<file path="config.mk">
export PLATFORM = sky130hd
export DESIGN_NAME = axi_write_master
export DESIGN_NICKNAME = d
export VERILOG_FILES = /design/src/rtl/axi_write_master_pkg.sv /design/src/rtl/axi_write_master.sv
export SDC_FILE = /design/constraint.sdc
export NUM_CORES = 1
export LEC_CHECK = 0
export CORE_UTILIZATION = 33
export DETAILED_ROUTE_END_ITERATION = 10
export PLACE_DENSITY = 0.7
export SLEW_MARGIN = 20
export SYNTH_ARGS = -nofsm -noshare
export SYNTH_HDL_FRONTEND = slang
export SYNTH_SLANG_ARGS = --single-unit
</file>
<file path="constraint.sdc">
create_clock -name clk -period 2.7 [get_ports clk]
set_clock_uncertainty 0.15 [all_clocks]
set_input_delay 0.27 -clock clk [delete_from_list [all_inputs] [get_ports clk]]
set_output_delay 0.27 -clock clk [all_outputs]
set_load 0.005 [all_outputs]
</file>
<file path="src/rtl/axi_write_master_pkg.sv">
// Shared types and AXI constants for the store-side AXI4 write master.
package gDefine;

  localparam int WORD_W = 32;

  typedef logic [WORD_W-1:0] Word_t;

  typedef enum logic [2:0] {
    ST_IDLE,
    ST_ARM,
    ST_BURST,
    ST_RESP,
    ST_DONE
  } state_e;

  localparam logic [1:0] AXI_BURST_INCR = 2'b01;
  localparam logic [2:0] AXI_SIZE_4B    = 3'b010;
  localparam logic [1:0] AXI_RESP_OKAY  = 2'b00;

endpackage

</file>
<file path="src/rtl/axi_write_master.sv">
// AXI4 write master: turns one level-style store request into a single INCR burst,
// passing beat data straight through from upstream to the W channel.
module axi_write_master
  import gDefine::*;
#(
  parameter int ADDR_W = 32,
  parameter int DATA_W = 32
) (
  input  logic                clk,
  input  logic                rstn,
  input  logic                initWrite,
  input  logic [ADDR_W-1:0]   writeAddress,
  input  logic [7:0]          writeLen,
  input  logic                wDataValid,
  input  logic [DATA_W-1:0]   wData,
  input  logic [DATA_W/8-1:0] mask,
  output logic                wDataNext,
  output logic                wDone,
  output logic                wErr,
  output logic [ADDR_W-1:0]   m_axi_awaddr,
  output logic [7:0]          m_axi_awlen,
  output logic [2:0]          m_axi_awsize,
  output logic [1:0]          m_axi_awburst,
  output logic                m_axi_awvalid,
  input  logic                m_axi_awready,
  output logic [DATA_W-1:0]   m_axi_wdata,
  output logic [DATA_W/8-1:0] m_axi_wstrb,
  output logic                m_axi_wlast,
  output logic                m_axi_wvalid,
  input  logic                m_axi_wready,
  input  logic [1:0]          m_axi_bresp,
  input  logic                m_axi_bvalid,
  output logic                m_axi_bready
);

  state_e            state_q, state_d;
  logic              init_prev_q;
  logic [ADDR_W-1:0] addr_q, addr_d;
  logic [7:0]        len_q, len_d;
  logic [7:0]        beat_cnt_q, beat_cnt_d;
  logic              aw_done_q, aw_done_d;
  logic              err_q, err_d;
  logic              aw_hs, w_hs;

  always_ff @(posedge clk or negedge rstn) begin
    if (!rstn) begin
      state_q     <= ST_IDLE;
      init_prev_q <= 1'b0;
      addr_q      <= '0;
      len_q       <= '0;
      beat_cnt_q  <= '0;
      aw_done_q   <= 1'b0;
      err_q       <= 1'b0;
    end else begin
      state_q     <= state_d;
      init_prev_q <= initWrite;
      addr_q      <= addr_d;
      len_q       <= len_d;
      beat_cnt_q  <= beat_cnt_d;
      aw_done_q   <= aw_done_d;
      err_q       <= err_d;
    end
  end

  assign m_axi_awaddr  = addr_q;
  assign m_axi_awlen   = len_q - 8'd1;
  assign m_axi_awsize  = AXI_SIZE_4B;
  assign m_axi_awburst = AXI_BURST_INCR;
  assign m_axi_wdata   = wData;
  assign m_axi_wstrb   = mask;
  assign wDataNext     = m_axi_wvalid & m_axi_wready;

  always_comb begin
    state_d       = state_q;
    addr_d        = addr_q;
    len_d         = len_q;
    beat_cnt_d    = beat_cnt_q;
    aw_done_d     = aw_done_q;
    err_d         = err_q;
    m_axi_awvalid = 1'b0;
    m_axi_wvalid  = 1'b0;
    m_axi_wlast   = 1'b0;
    m_axi_bready  = 1'b0;
    wDone         = 1'b0;
    wErr          = 1'b0;
    aw_hs         = 1'b0;
    w_hs          = 1'b0;

    case (state_q)
      ST_IDLE: begin
        if (initWrite && !init_prev_q) state_d = ST_ARM;
      end
      // Upstream address/length only become valid one cycle after the request rises.
      ST_ARM: begin
        addr_d     = writeAddress;
        len_d      = writeLen;
        beat_cnt_d = '0;
        aw_done_d  = 1'b0;
        err_d      = 1'b0;
        state_d    = (writeLen == 8'd0) ? ST_DONE : ST_BURST;
      end
      ST_BURST: begin
        m_axi_awvalid = !aw_done_q;
        m_axi_wvalid  = wDataValid && (beat_cnt_q < len_q);
        m_axi_wlast   = (beat_cnt_q == len_q - 8'd1);
        aw_hs         = m_axi_awvalid && m_axi_awready;
        w_hs          = m_axi_wvalid && m_axi_wready;
        if (aw_hs) aw_done_d = 1'b1;
        if (w_hs) beat_cnt_d = beat_cnt_q + 8'd1;
        // AW and the final W beat may finish in either order or together.
        if ((aw_done_q || aw_hs) && ((beat_cnt_q == len_q) || (w_hs && m_axi_wlast)))
          state_d = ST_RESP;
      end
      ST_RESP: begin
        m_axi_bready = 1'b1;
        if (m_axi_bvalid) begin
          err_d   = (m_axi_bresp != AXI_RESP_OKAY);
          state_d = ST_DONE;
        end
      end
      ST_DONE: begin
        wDone   = 1'b1;
        wErr    = err_q;
        state_d = ST_IDLE;
      end
      default: state_d = ST_IDLE;
    endcase
  end

endmodule
</file>
==> results of run 1 <==
[per-stage QoR]
step                      TNS (ps)  instance area (um^2)  cells
final                            0                  4120    540
after global routing             0                  4120    540
after CTS                     -401                  4080    536
after detailed placement         0                  3960    526
after global placement           0                  3960    526
after floorplan                  0                  3110    363
[synth_stat cells, types with 5 or more instances]
master	n	area share
sky130_fd_sc_hd__nor2_1	6	0.0073
sky130_fd_sc_hd__xnor2_1	7	0.020
sky130_fd_sc_hd__mux2i_1	8	0.026
sky130_fd_sc_hd__nand4_1	9	0.018
sky130_fd_sc_hd__inv_1	15	0.018
sky130_fd_sc_hd__dfrtp_1	54	0.44
sky130_fd_sc_hd__o21ai_0	14	0.023
sky130_fd_sc_hd__ha_1	10	0.040
sky130_fd_sc_hd__nor3_1	5	0.0081
sky130_fd_sc_hd__nand2_1	119	0.14
sky130_fd_sc_hd__buf_4	41	0.099
sky130_fd_sc_hd__clkbuf_1	12	0.015
sky130_fd_sc_hd__nor4_1	9	0.018
sky130_fd_sc_hd__nand2b_1	7	0.014
[area by class of cell]
| type | instances | area [um^2] |
|---|---|---|
| fill | 842 | 4770 |
| clock buffer | 5 | 68.8 |
| timing repair buffer | 117 | 1120 |
| multi-input combinational | 239 | 1370 |
| inverter | 15 | 56.3 |
| sequential | 54 | 1350 |
| tap | 108 | 135 |
| clock inverter | 2 | 15.0 |
[sequential cells by signal, indices dropped and copies added, names as in the netlist]
register and count:
m_axi_awaddr 32, beat_cnt_q 8, len_q 8, state_q 3, aw_done_q 1, err_q 1
init_prev_q 1
[power breakdown]
part           internal (uW)  leakage (uW)  switching (uW)
logic                   1340       0.00120            1130
registers               1170      0.000672             241
clock network            178     0.0000362             277
[metal layers]
| metal | wire, um | up-vias | part of all wire | global-route usage |
|---|---|---|---|---|
| met1 | 3300 | 1214 | 0.45 | 0.198 |
| met2 | 3460 | 92 | 0.47 | 0.252 |
| li1 | - | 1267 | - | - |
| met3 | 465 | 19 | 0.063 | 0.0348 |
| met4 | 119 | 0 | 0.016 | 0.0574 |
| met5 | 0 | - | 0 | 0 |
[how the worst max path moves through the flow]
| stage | to | slack, ps | cells past startpoint | from |
|---|---|---|---|---|
| floorplan | beat_cnt_q[3] | 550 | 8 | len_q[5] |
| detailed placement | m_axi_wlast | 30 | 8 | len_q[0] |
| global placement | m_axi_wlast | 70 | 6 | len_q[4] |
| CTS | m_axi_wlast | -270 | 6 | len_q[3] |
| global route | wDataNext | 4 | 7 | len_q[5] |
| finish | m_axi_wlast | 90 | 7 | len_q[5] |
[logic make-up (layout without fill, tap and decap cells)]
| kind of cell | after synthesis | after routing |
|---|---|---|
| xor gates and xnor gates | 13 | 13 |
| AOI/OAI and AO/OA | 29 | 29 |
| muxes | 8 | 8 |
| and+or+nand+nor | 174 | 174 |
| buffers and inverters | 70 | 139 |
| other | 2 | 5 |
| adders and majority gates | 10 | 10 |
| DFF | 54 | 54 |
[repair_timing]
action	CTS	global route
pin swaps	0	4
buffers inserted	2	4
hold endpoints to repair	54	0
setup endpoints to repair	3	3
resized for setup	3	7
hold buffers	1	0
==> impl_metrics.xml, run 1 <==
<?xml version="1.0" encoding="UTF-8"?>
<metrics>
  <group name="logic_synthesis">
    <metric name="synthCells" unit="">360</metric>
    <metric name="synth_sequential_area_ratio" unit="">0.436</metric>
    <metric name="synthFlopType" unit="">sky130_fd_sc_hd__dfrtp_1</metric>
    <metric name="yosys_warnings" unit="">0</metric>
    <metric name="post_synth_fa_ha_maj_area_fraction" unit="">0.0404</metric>
    <metric name="synth_enable_flop_cells" unit="">0</metric>
    <metric name="synth.avg_cell_area" unit="um^2">8.61</metric>
    <metric name="yosys-mux-area-fraction" unit="">0.0258</metric>
    <metric name="largest_family_of_logic_cells_by_synthesized_area" unit="">simple AND/OR/NAND/NOR gates</metric>
    <metric name="synth_async_sr_flop_share" unit="">1.00</metric>
    <metric name="synthSimpleGateAreaFrac" unit="">0.252</metric>
    <metric name="yosys.cell_types.count" unit="">40</metric>
    <metric name="mappedNetlistArea" unit="mm^2">0.00310</metric>
    <metric name="ys_seq_elements" unit="">54</metric>
    <metric name="synth-compound-area-share" unit="">0.0582</metric>
    <metric name="synth_xor_area_frac" unit="">0.0501</metric>
  </group>
  <group name="min_path">
    <metric name="holdCritStartpoint" unit="">initWrite</metric>
    <metric name="hp-class" unit="">in -&gt; reg</metric>
    <metric name="whs_endpoint" unit="">init_prev_q</metric>
    <metric name="worst_hold_path.num_cells" unit="">1</metric>
  </group>
  <group name="floorplan">
    <metric name="fp.coreArea" unit="mm^2">0.00889</metric>
    <metric name="start_util" unit="">0.348</metric>
    <metric name="fp.dieArea" unit="mm^2">0.00978</metric>
    <metric name="rows" unit="">34</metric>
    <metric name="die_width" unit="um">98.9</metric>
    <metric name="die_h" unit="um">98.9</metric>
    <metric name="io_pins" unit="">173</metric>
  </group>
  <group name="clocking">
    <metric name="cts-root-to-sink-buffers" unit="">2</metric>
    <metric name="cts-root-buf" unit="">sky130_fd_sc_hd__clkbuf_8</metric>
    <metric name="clk_pin_slew_worst_paths" unit="ps">100</metric>
    <metric name="clock_sink_count" unit="">54</metric>
    <metric name="worstSkewPairLatency" unit="ps">310</metric>
    <metric name="cts_tree" unit="">done</metric>
    <metric name="cts_made_buffers" unit="">5</metric>
    <metric name="htreeDepth" unit="">2</metric>
  </group>
  <group name="worst_setup_path">
    <metric name="worst_r2r_endpoint" unit="">beat_cnt_q[7]</metric>
    <metric name="r2r_setup_slack" unit="ps">130</metric>
    <metric name="critPathMaxFanout" unit="">3</metric>
    <metric name="timing.critical_path.cells" unit="">buf_4, or4_4, or3_1, a22oi_2, nand4_1, nor2_1, clkbuf_2</metric>
    <metric name="cp_top_family" unit="">simple AND/OR/NAND/NOR gates</metric>
    <metric name="worstPathArrival" unit="ps">2190</metric>
    <metric name="cp_slowest_cell" unit="">sky130_fd_sc_hd__or4_4</metric>
    <metric name="worst-setup-path-type" unit="">reg -&gt; out</metric>
    <metric name="reg2reg_depth" unit="">8</metric>
    <metric name="endpoint_kind" unit="">output pin</metric>
    <metric name="worstPathRequired" unit="ps">2280</metric>
    <metric name="r2r_start" unit="">len_q[5]</metric>
    <metric name="worstPathBufferInverterCount" unit="">2</metric>
    <metric name="timing.critical_path.slowest_cell_delay" unit="ps">420</metric>
    <metric name="critPathLaunchType" unit="">flip-flop</metric>
  </group>
  <group name="layout">
    <metric name="final_util" unit="">0.463</metric>
    <metric name="final_common_cell" unit="">sky130_fd_sc_hd__nand2_1</metric>
    <metric name="final_layout_size_suffix_gt1_frac" unit="">0.0995</metric>
    <metric name="commonest_cells_after_routing_fill_and_taps_aside" unit="">sky130_fd_sc_hd__nand2_1, sky130_fd_sc_hd__clkdlybuf4s50_1, sky130_fd_sc_hd__dfrtp_1, sky130_fd_sc_hd__buf_4, sky130_fd_sc_hd__inv_1</metric>
    <metric name="num_antenna_cells" unit="">0</metric>
    <metric name="final_net_count" unit="">527</metric>
    <metric name="synthToLayoutAreaGrowth" unit="%">32.9</metric>
  </group>
  <group name="detailed_routing">
    <metric name="detailedRoute.firstPassIterationCount" unit="">5</metric>
    <metric name="route.detailed.wl_per_inst" unit="um">13.6</metric>
    <metric name="dr.first_iter.drc_count" unit="">101</metric>
    <metric name="post_drt_via_cell_ratio" unit="">4.80</metric>
    <metric name="wirelength" unit="mm">7.35</metric>
    <metric name="route.vias.total" unit="">2592</metric>
    <metric name="postRouteAntennaNets" unit="">0</metric>
    <metric name="drc" unit="">0</metric>
  </group>
  <group name="placement">
    <metric name="io_buffer_count" unit="">95</metric>
    <metric name="dp_slack" unit="ps">34.4</metric>
    <metric name="post-dp-hpwl" unit="mm">5.44</metric>
    <metric name="gp_congestion" unit="">0.849</metric>
  </group>
  <group name="run">
    <metric name="maxCapViolations" unit="">0</metric>
  </group>
  <group name="pwr">
    <metric name="fin_total_pwr" unit="uW">4340</metric>
    <metric name="p_leak" unit="uW">0.00191</metric>
    <metric name="cellPowerDensity" unit="mW/mm^2">1050</metric>
    <metric name="max-vdd-ir-drop" unit="V">0.000425</metric>
  </group>
  <group name="timing">
    <metric name="max_freq" unit="GHz">0.384</metric>
    <metric name="setup_viol_count_final" unit="">0</metric>
    <metric name="min_period_over_period" unit="">0.966</metric>
    <metric name="report.final.hold_viol_count" unit="">0</metric>
    <metric name="final_period_minus_worst_setup_slack" unit="ps">2610</metric>
    <metric name="slew-limit-headroom" unit="">0.618</metric>
    <metric name="layout_setup_ws" unit="ps">92.7</metric>
    <metric name="grt_setup_unrepaired" unit="">false</metric>
    <metric name="measured_slew_at_the_worst_slew_check_pin" unit="ps">567</metric>
    <metric name="hold_ws" unit="ps">278</metric>
    <metric name="final_max_slew_viol_count" unit="">0</metric>
  </group>
  <group name="run_status">
    <metric name="status" unit="">completed</metric>
  </group>
  <group name="global_routing">
    <metric name="grt_start_max_net_pins" unit="">55</metric>
    <metric name="overall_overflow_remaining_after_global_route" unit="">0</metric>
    <metric name="overall_global_routing_usage" unit="">0.154</metric>
    <metric name="vias_in_the_first_global_route" unit="">2572</metric>
    <metric name="antenna_violations_before_repair" unit="">0</metric>
    <metric name="grt_pass1_wl" unit="mm">12.1</metric>
  </group>
</metrics>
(Power assumes the default switching activity.)
==> run 2: changes to the inputs <==
--- a/config.mk
+++ b/config.mk
@@ -8,6 +8,7 @@
 export CORE_UTILIZATION = 33
 export DETAILED_ROUTE_END_ITERATION = 10
 export PLACE_DENSITY = 0.7
+export SKIP_LAST_GASP = 1
 export SLEW_MARGIN = 20
 export SYNTH_ARGS = -nofsm -noshare
 export SYNTH_HDL_FRONTEND = slang
==> run 2 against run 1 <==
  * Worst setup slack got worse by 22 ps
  * Largest cell class unchanged
  * Fmax shrank 0.85%
  * Flip-flop and latch count stayed put
  * Non-clock buffer count unchanged
  * Register-to-register slack is essentially flat
  * Critical endpoint unchanged
  * Via count fell by 0.12%
==> impl_metrics.xml, run 2 (synthesized netlist as in run 1, its figures left out) <==
<?xml version="1.0" encoding="UTF-8"?>
<metrics>
  <group name="detailed_routing">
    <metric name="route.vias.total" unit="">2589</metric>
    <metric name="post_drt_via_cell_ratio" unit="">4.79</metric>
    <metric name="postRouteAntennaNets" unit="">0</metric>
    <metric name="wirelength" unit="mm">7.34</metric>
    <metric name="drc" unit="">0</metric>
    <metric name="dr.first_iter.drc_count" unit="">95</metric>
    <metric name="detailedRoute.firstPassIterationCount" unit="">4</metric>
    <metric name="route.detailed.wl_per_inst" unit="um">13.6</metric>
  </group>
  <group name="floorplan">
    <metric name="die_width" unit="um">98.9</metric>
    <metric name="die_h" unit="um">98.9</metric>
    <metric name="start_util" unit="">0.348</metric>
    <metric name="io_pins" unit="">173</metric>
    <metric name="fp.dieArea" unit="mm^2">0.00978</metric>
    <metric name="rows" unit="">34</metric>
    <metric name="fp.coreArea" unit="mm^2">0.00889</metric>
  </group>
  <group name="timing">
    <metric name="timing.setup.tns" unit="ps">0</metric>
    <metric name="hold_ws" unit="ps">278</metric>
    <metric name="max_freq" unit="GHz">0.380</metric>
    <metric name="report.final.hold_viol_count" unit="">0</metric>
    <metric name="setup_viol_count_final" unit="">0</metric>
    <metric name="measured_slew_at_the_worst_slew_check_pin" unit="ps">562</metric>
    <metric name="min_period_over_period" unit="">0.974</metric>
    <metric name="grt_setup_unrepaired" unit="">true</metric>
    <metric name="final_max_slew_viol_count" unit="">0</metric>
    <metric name="slew-limit-headroom" unit="">0.622</metric>
    <metric name="final_period_minus_worst_setup_slack" unit="ps">2630</metric>
    <metric name="layout_setup_ws" unit="ps">70.5</metric>
  </group>
  <group name="worst_setup_path">
    <metric name="worstPathRequired" unit="ps">2280</metric>
    <metric name="critPathMaxFanout" unit="">3</metric>
    <metric name="critPathLaunchType" unit="">flip-flop</metric>
    <metric name="worst-setup-path-type" unit="">reg -&gt; out</metric>
    <metric name="worstPathArrival" unit="ps">2210</metric>
    <metric name="endpoint_kind" unit="">output pin</metric>
  </group>
  <group name="clocking">
    <metric name="worstSkewPairLatency" unit="ps">310</metric>
    <metric name="cts-root-to-sink-buffers" unit="">2</metric>
    <metric name="cts-root-buf" unit="">sky130_fd_sc_hd__clkbuf_8</metric>
    <metric name="cts_tree" unit="">done</metric>
    <metric name="clock_sink_count" unit="">54</metric>
    <metric name="clk_pin_slew_worst_paths" unit="ps">100</metric>
    <metric name="htreeDepth" unit="">2</metric>
    <metric name="cts_made_buffers" unit="">5</metric>
  </group>
  <group name="layout">
    <metric name="commonest_cells_after_routing_fill_and_taps_aside" unit="">sky130_fd_sc_hd__nand2_1, sky130_fd_sc_hd__clkdlybuf4s50_1, sky130_fd_sc_hd__dfrtp_1, sky130_fd_sc_hd__buf_4, sky130_fd_sc_hd__inv_1</metric>
    <metric name="final_net_count" unit="">527</metric>
    <metric name="num_antenna_cells" unit="">0</metric>
    <metric name="largest_register_ff_count" unit="">32</metric>
    <metric name="final_common_cell" unit="">sky130_fd_sc_hd__nand2_1</metric>
    <metric name="number_of_filler_instances_in_the_final_layout" unit="">841</metric>
    <metric name="synthToLayoutAreaGrowth" unit="%">33.1</metric>
    <metric name="final_layout_size_suffix_gt1_frac" unit="">0.0972</metric>
  </group>
  <group name="global_routing">
    <metric name="antenna_violations_before_repair" unit="">0</metric>
    <metric name="grt_start_max_net_pins" unit="">55</metric>
    <metric name="overall_overflow_remaining_after_global_route" unit="">0</metric>
    <metric name="vias_in_the_first_global_route" unit="">2572</metric>
    <metric name="grt_pass1_wl" unit="mm">12.1</metric>
    <metric name="overall_global_routing_usage" unit="">0.154</metric>
  </group>
  <group name="pwr">
    <metric name="max-vdd-ir-drop" unit="V">0.000425</metric>
    <metric name="fin_total_pwr" unit="uW">4340</metric>
    <metric name="cellPowerDensity" unit="mW/mm^2">1050</metric>
    <metric name="p_leak" unit="uW">0.00193</metric>
  </group>
  <group name="min_path">
    <metric name="hp-class" unit="">in -&gt; reg</metric>
  </group>
  <group name="run">
    <metric name="maxCapViolations" unit="">0</metric>
  </group>
  <group name="placement">
    <metric name="io_buffer_count" unit="">95</metric>
    <metric name="dp_slack" unit="ps">34.4</metric>
    <metric name="post-dp-hpwl" unit="mm">5.44</metric>
    <metric name="gp_congestion" unit="">0.849</metric>
  </group>
  <group name="run_status">
    <metric name="status" unit="">completed</metric>
  </group>
</metrics>
-- run 2: cell count changes in the layout (fill, tap and decap cells not counted), sizes merged --
cell,delta
clkbuf,-1
dlymetal6s2s,+1
-- run 2: worst max-delay path, cell delays in order (launching register included) --
cell and delay [ps]:
sky130_fd_sc_hd__dfrtp_1 400, sky130_fd_sc_hd__buf_4 140, sky130_fd_sc_hd__or4_4 420, sky130_fd_sc_hd__or3_1 370, sky130_fd_sc_hd__a22oi_2 180, sky130_fd_sc_hd__nand4_1 120, sky130_fd_sc_hd__nor2_1 130, sky130_fd_sc_hd__dlymetal6s2s_1 140
-- run 2: metal layers --
metal	global-route usage	wire length (um)
met5	0	0
met4	0.0574	131
met3	0.0348	447
met2	0.252	3450
met1	0.198	3310
-- run 2: final cells by class --
cell class	instances	area [um^2]	area share
Clock buffer	5	68.8	0.0167
Multi-Input combinational cell	239	1370	0.333
Inverter	15	56.3	0.0137
Sequential cell	54	1350	0.328
Tap cell	108	135	0.0328
Clock inverter	2	15.0	0.00364
Timing Repair Buffer	117	1130	0.273
-- run 2: path summary, 6_finish.rpt --
check	start	end	slack (ps)	cells after the start
max	len_q[5]	m_axi_wlast	70	7
min	initWrite	init_prev_q	280	1
max reg2reg	len_q[5]	beat_cnt_q[7]	130	8
min reg2reg	m_axi_awaddr[15]	m_axi_awaddr[15]	330	2
max in group asynchronous	rstn	m_axi_awaddr[14]	1820	3
min in group asynchronous	rstn	beat_cnt_q[7]	330	3
-- run 2: power by group --
| part | internal, uW | total (uW) | switching (uW) |
|---|---|---|---|
| Sequential | 1170 | 1410 | 241 |
| Combinational | 1340 | 2470 | 1130 |
| Clock | 178 | 455 | 277 |
-- run 2: what timing repair did --
action	CTS	global route
gates resized for setup	3	6
pin swaps	0	3
buffers inserted	2	4
endpoints found under the hold margin	54	0
hold buffers	1	0
setup endpoints to repair	3	3
-- run 2: stage by stage --
stage                      util  cells  cell area (um^2)
after floorplan               -    363              3110
after global placement    0.446    526              3960
after detailed placement  0.446    526              3960
after CTS                 0.459    536              4080
after global routing      0.464    540              4120
final                     0.464    540              4120
==> run 3: changes to the inputs <==
--- a/config.mk
+++ b/config.mk
@@ -5,9 +5,10 @@
 export SDC_FILE = /design/constraint.sdc
 export NUM_CORES = 1
 export LEC_CHECK = 0
-export CORE_UTILIZATION = 33
+export CAP_MARGIN = 20
+export CORE_UTILIZATION = 39
 export DETAILED_ROUTE_END_ITERATION = 10
-export PLACE_DENSITY = 0.7
+export PLACE_DENSITY = 0.81
 export SKIP_LAST_GASP = 1
 export SLEW_MARGIN = 20
 export SYNTH_ARGS = -nofsm -noshare
==> run 3 against run 2 <==
  * Sequential power is essentially flat
  * Flip-flop and latch count is the same
  * Critical path type unchanged
  * Utilization increased by 7.8 points
  * Clock power up 18%
  * Non-clock buffer count up 1
  * Register-to-register slack improved by 90 ps
  * Combinational power grew 3%
  * Total power is 4.1% higher
  * Largest power group unchanged
  * Via count grew 0.85%
==> impl_metrics.xml, run 3 (synthesized netlist as in run 1, its figures left out) <==
<?xml version="1.0" encoding="UTF-8"?>
<metrics>
  <group name="floorplan">
    <metric name="fp.coreArea" unit="mm^2">0.00769</metric>
    <metric name="io_pins" unit="">173</metric>
    <metric name="die_h" unit="um">91.1</metric>
    <metric name="fp.dieArea" unit="mm^2">0.00830</metric>
    <metric name="die_width" unit="um">91.1</metric>
    <metric name="start_util" unit="">0.403</metric>
    <metric name="rows" unit="">32</metric>
  </group>
  <group name="timing">
    <metric name="slew-limit-headroom" unit="">0.476</metric>
    <metric name="final_max_slew_viol_count" unit="">0</metric>
    <metric name="final_period_minus_worst_setup_slack" unit="ps">2650</metric>
    <metric name="min_period_over_period" unit="">0.980</metric>
    <metric name="measured_slew_at_the_worst_slew_check_pin" unit="ps">786</metric>
    <metric name="max_freq" unit="GHz">0.378</metric>
    <metric name="setup_viol_count_final" unit="">0</metric>
    <metric name="report.final.hold_viol_count" unit="">0</metric>
  </group>
  <group name="layout">
    <metric name="num_antenna_cells" unit="">0</metric>
    <metric name="synthToLayoutAreaGrowth" unit="%">34.4</metric>
    <metric name="commonest_cells_after_routing_fill_and_taps_aside" unit="">sky130_fd_sc_hd__nand2_1, sky130_fd_sc_hd__clkdlybuf4s50_1, sky130_fd_sc_hd__dfrtp_1, sky130_fd_sc_hd__buf_4, sky130_fd_sc_hd__o21ai_0</metric>
    <metric name="final_common_cell" unit="">sky130_fd_sc_hd__nand2_1</metric>
    <metric name="largest_register_ff_count" unit="">32</metric>
    <metric name="final_design_area_no_fill" unit="mm^2">0.00416</metric>
    <metric name="number_of_filler_instances_in_the_final_layout" unit="">695</metric>
    <metric name="final_layout_size_suffix_gt1_frac" unit="">0.111</metric>
    <metric name="final_util" unit="">0.542</metric>
    <metric name="final_net_count" unit="">528</metric>
  </group>
  <group name="pwr">
    <metric name="power.switching_fraction" unit="">0.376</metric>
    <metric name="power.clock.fraction" unit="">0.119</metric>
    <metric name="share_comb_of_total_power" unit="">0.564</metric>
    <metric name="total_switching_power" unit="uW">1700</metric>
    <metric name="cell_int_power" unit="uW">2820</metric>
    <metric name="max-vdd-ir-drop" unit="V">0.000473</metric>
    <metric name="p_leak" unit="uW">0.00194</metric>
    <metric name="cellPowerDensity" unit="mW/mm^2">1080</metric>
    <metric name="part_of_the_power_in_registers" unit="">0.317</metric>
  </group>
  <group name="detailed_routing">
    <metric name="dr.first_iter.drc_count" unit="">102</metric>
    <metric name="post_drt_via_cell_ratio" unit="">4.87</metric>
    <metric name="detailedRoute.firstPassIterationCount" unit="">4</metric>
    <metric name="wirelength" unit="mm">7.50</metric>
    <metric name="route.vias.total" unit="">2611</metric>
    <metric name="route.detailed.wl_per_inst" unit="um">14.0</metric>
    <metric name="postRouteAntennaNets" unit="">0</metric>
    <metric name="drc" unit="">0</metric>
  </group>
  <group name="worst_setup_path">
    <metric name="endpoint_kind" unit="">output pin</metric>
    <metric name="critPathMaxFanout" unit="">2</metric>
    <metric name="timing.critical_path.slowest_cell_delay" unit="ps">520</metric>
    <metric name="cp_top_family" unit="">buffers and inverters</metric>
    <metric name="critPathLaunchType" unit="">flip-flop</metric>
    <metric name="timing.critical_path.cells" unit="">buf_4, nor4_1, buf_4, nand2_1, xnor2_1, clkdlybuf4s50_1</metric>
    <metric name="worstPathBufferInverterCount" unit="">3</metric>
    <metric name="worstPathArrival" unit="ps">2230</metric>
    <metric name="worstPathRequired" unit="ps">2280</metric>
    <metric name="worst-setup-path-type" unit="">reg -&gt; out</metric>
    <metric name="cp_slowest_cell" unit="">sky130_fd_sc_hd__clkdlybuf4s50_1</metric>
    <metric name="cpMostUsedCell" unit="">sky130_fd_sc_hd__buf_4</metric>
  </group>
  <group name="global_routing">
    <metric name="grt_start_max_net_pins" unit="">36</metric>
    <metric name="overall_global_routing_usage" unit="">0.182</metric>
    <metric name="vias_in_the_first_global_route" unit="">2602</metric>
    <metric name="overall_overflow_remaining_after_global_route" unit="">0</metric>
    <metric name="grt_pass1_wl" unit="mm">12.1</metric>
    <metric name="antenna_violations_before_repair" unit="">0</metric>
  </group>
  <group name="placement">
    <metric name="io_buffer_count" unit="">95</metric>
    <metric name="gp_congestion" unit="">0.881</metric>
    <metric name="post-dp-hpwl" unit="mm">5.65</metric>
    <metric name="place_area" unit="mm^2">0.00392</metric>
  </group>
  <group name="run_status">
    <metric name="status" unit="">completed</metric>
  </group>
  <group name="clocking">
    <metric name="clk_pin_slew_worst_paths" unit="ps">100</metric>
    <metric name="htreeDepth" unit="">2</metric>
    <metric name="clock_sink_count" unit="">54</metric>
    <metric name="worstSkewPairLatency" unit="ps">300</metric>
    <metric name="cts-root-buf" unit="">sky130_fd_sc_hd__clkbuf_8</metric>
    <metric name="cts_tree" unit="">done</metric>
    <metric name="cts_made_buffers" unit="">5</metric>
    <metric name="cts-root-to-sink-buffers" unit="">2</metric>
  </group>
  <group name="run">
    <metric name="maxCapViolations" unit="">0</metric>
  </group>
  <group name="min_path">
    <metric name="hp-class" unit="">in -&gt; reg</metric>
  </group>
</metrics>
## run 3: changes by cell type in the layout (fill, tap and decap cells not counted), sizes merged
cell | before | now
bufinv | 0 | 1
buf | 22 | 24
clkinvlp | 2 | 1
## run 3: metal layers
metal | wire length, um | up-vias | GRT usage
met5 | 0 | - | 0
met4 | 184 | 0 | 0.0675
met3 | 484 | 22 | 0.0511
met2 | 3730 | 92 | 0.317
met1 | 3100 | 1228 | 0.213
li1 | - | 1269 | -
## run 3: worst register-to-register path, delay by kind of cell (launching register included)
| family | cells | cell delay, ps |
|---|---|---|
| buffers and inverters | 3 | 370 |
| adder cells (fa/ha/maj) | 1 | 250 |
| AO/OA/AOI/OAI | 2 | 360 |
| AND/OR/NAND/NOR | 2 | 640 |
| flip-flops | 1 | 430 |
| multiplexers | 1 | 220 |
## run 3: per-stage QoR
step	TNS [ps]	instances	power, uW	hold slack [ps]	setup WS [ps]
detailed placement	0	517	3800	246	33.6
floorplan	0	363	2650	-176	545
global placement	0	517	3710	240	84.4
finish	0	536	4510	283	53.3
CTS	-86.6	532	4460	280	-77.4
global route	-24.1	536	4860	295	-24.1
## run 3: area by class of cell
class / count / area (um^2) / area share
clock buffer: 6 / 72.6 / 0.0174
clock inverter: 2 / 37.5 / 0.00901
inverter: 15 / 56.3 / 0.0135
multi-input combinational: 239 / 1400 / 0.336
sequential: 54 / 1350 / 0.325
tap: 102 / 128 / 0.0306
timing repair buffer: 118 / 1120 / 0.269
## run 3: final timing paths
path / from / to / slack [ps] / depth (start not counted)
max in group asynchronous: rstn / m_axi_awaddr[24] / 1210 / 3
min reg2reg: m_axi_awaddr[9] / m_axi_awaddr[9] / 330 / 2
min in group asynchronous: rstn / beat_cnt_q[7] / 430 / 2
max reg2reg: len_q[5] / beat_cnt_q[6] / 220 / 9
max: len_q[3] / m_axi_awlen[7] / 50 / 6
min: initWrite / init_prev_q / 280 / 1
## run 3: what timing repair did
| action | CTS | global route |
|---|---|---|
| endpoints found under the setup margin | 3 | 4 |
| pin swaps | 3 | 8 |
| gates resized for setup | 9 | 9 |
| hold buffers | 1 | 0 |
| buffers inserted | 6 | 5 |
| hold endpoints to repair | 34 | 0 |
## run 3: power groups by stage
| stage | registers, uW | logic, uW | clock network [uW] |
|---|---|---|---|
| floorplan | 1410 | 1230 | 0 |
| global placement | 1430 | 2280 | 0 |
| detailed placement | 1450 | 2350 | 0 |
| CTS | 1430 | 2480 | 550 |
| global route | 1480 | 2800 | 585 |
| finish | 1430 | 2550 | 537 |
==> patch (settings of run 2) <==
Reset style: synchronous (`rstn`), changed in one clocked block.
--- a/src/rtl/axi_write_master.sv
+++ b/src/rtl/axi_write_master.sv
@@ -44,3 +44,3 @@
 
-  always_ff @(posedge clk or negedge rstn) begin
+  always_ff @(posedge clk) begin
     if (!rstn) begin
Check against the original RTL: differs if rstn is asserted again (counterexample within 4 cycles, from zero or initial values and one cycle with rstn low); with rstn held inactive, the same outputs for 10 cycles.
==> patch against run 2 <==
The run now ends with DRC left. Register-to-register slack improved by 210 ps. Design area down 0.64%. Non-clock buffer count grew 1. Wire length decreased by 2.7%. Synthesized area fell by 2.0%. Fmax down 0.71%. Critical path depth stayed put. Sequential cell count stayed put. Worst setup slack got worse by 19 ps. Synthesized cell count shrank 0.28%. Utilization grew 0.15 points. Final cell count is 0.37% lower.
Power is not compared: it rests on default switching activity, and its combinational part moved more than twofold at a synthesized area within 25%.
==> patch: results <==
INSERT INTO impl_metrics (metric_group, metric, value, unit) VALUES
('status', 'run_status', 'complete, but fails checks', ''),
('status', 'violated_checks', 'DRC', ''),
('finish', 'fin_nets', '525', ''),
('hold_path', 'holdPathEnd', 'm_axi_awaddr[22]$_SDFFE_PN0P_', ''),
('finish', 'multi_input_gates', '237', ''),
('route', 'post-route-drc-count', '12', ''),
('synthesis', 'yosys.cell_types.count', '48', ''),
('synthesis', 'ys_top_cells_by_count', '86 x nand2_1, 54 x dfxtp_1, 41 x buf_4', ''),
('clock_network', 'clk-insertion-delay-late', '290', 'ps'),
('placed_design', 'numPlacedInstances', '523', ''),
('placed_design', 'place_worst_setup_slack', '112', 'ps'),
('route', 'drt_iter0_drc', '116', ''),
('synthesis', 'synth.top_cells.by_area', 'dfxtp_1 36%, nand2_1 11%, buf_4 10%', ''),
('route', 'm1_wire_length', '2.99', 'mm'),
('placed_design', 'placed_area', '3880', 'sq um'),
('finish', 'clock_buffer_count_in_the_final_layout', '6', ''),
('synthesis', 'ys_async_sr_fraction', '0', '%'),
('synthesis', 'dominantRegCellSynth', 'dfxtp_1', ''),
('placed_design', 'hpwl', '5.30', 'mm'),
('hold_path', 'min-delay-path-class', 'reg -> reg', '');
==> patch: cell count changes after synthesis, sizes merged, moves of 8 or more <==
| cell | change |
|---|---|
| xnor2 | +8 |
| dfxtp | +54 |
| dfrtp | -54 |
| o21ai | -10 |
| a21boi | +41 |
| nand2 | -32 |
==> patch: power groups by stage <==
stage | logic, mW | clock network, mW | registers, mW
floorplan | 0.388 | 0 | 0.913
global placement | 0.661 | 0 | 0.913
detailed placement | 0.670 | 0 | 0.916
CTS | 0.723 | 0.575 | 0.897
global route | 0.802 | 0.606 | 0.907
finish | 0.738 | 0.550 | 0.897
==> patch: cells by family (layout without fill, tap and decap cells) <==
kind of cell    Yosys count  in the layout  synth area share (%)
compound gates           57             57                  14.3
simple gates            144            144                  24.3
xor+xnor                 20             20                  7.13
flops                    54             54                  35.6
other cells               2              5                 0.247
buf+inv                  71            139                  13.9
fa+ha+maj                10             10                  4.12
mux                       1              1                 0.330
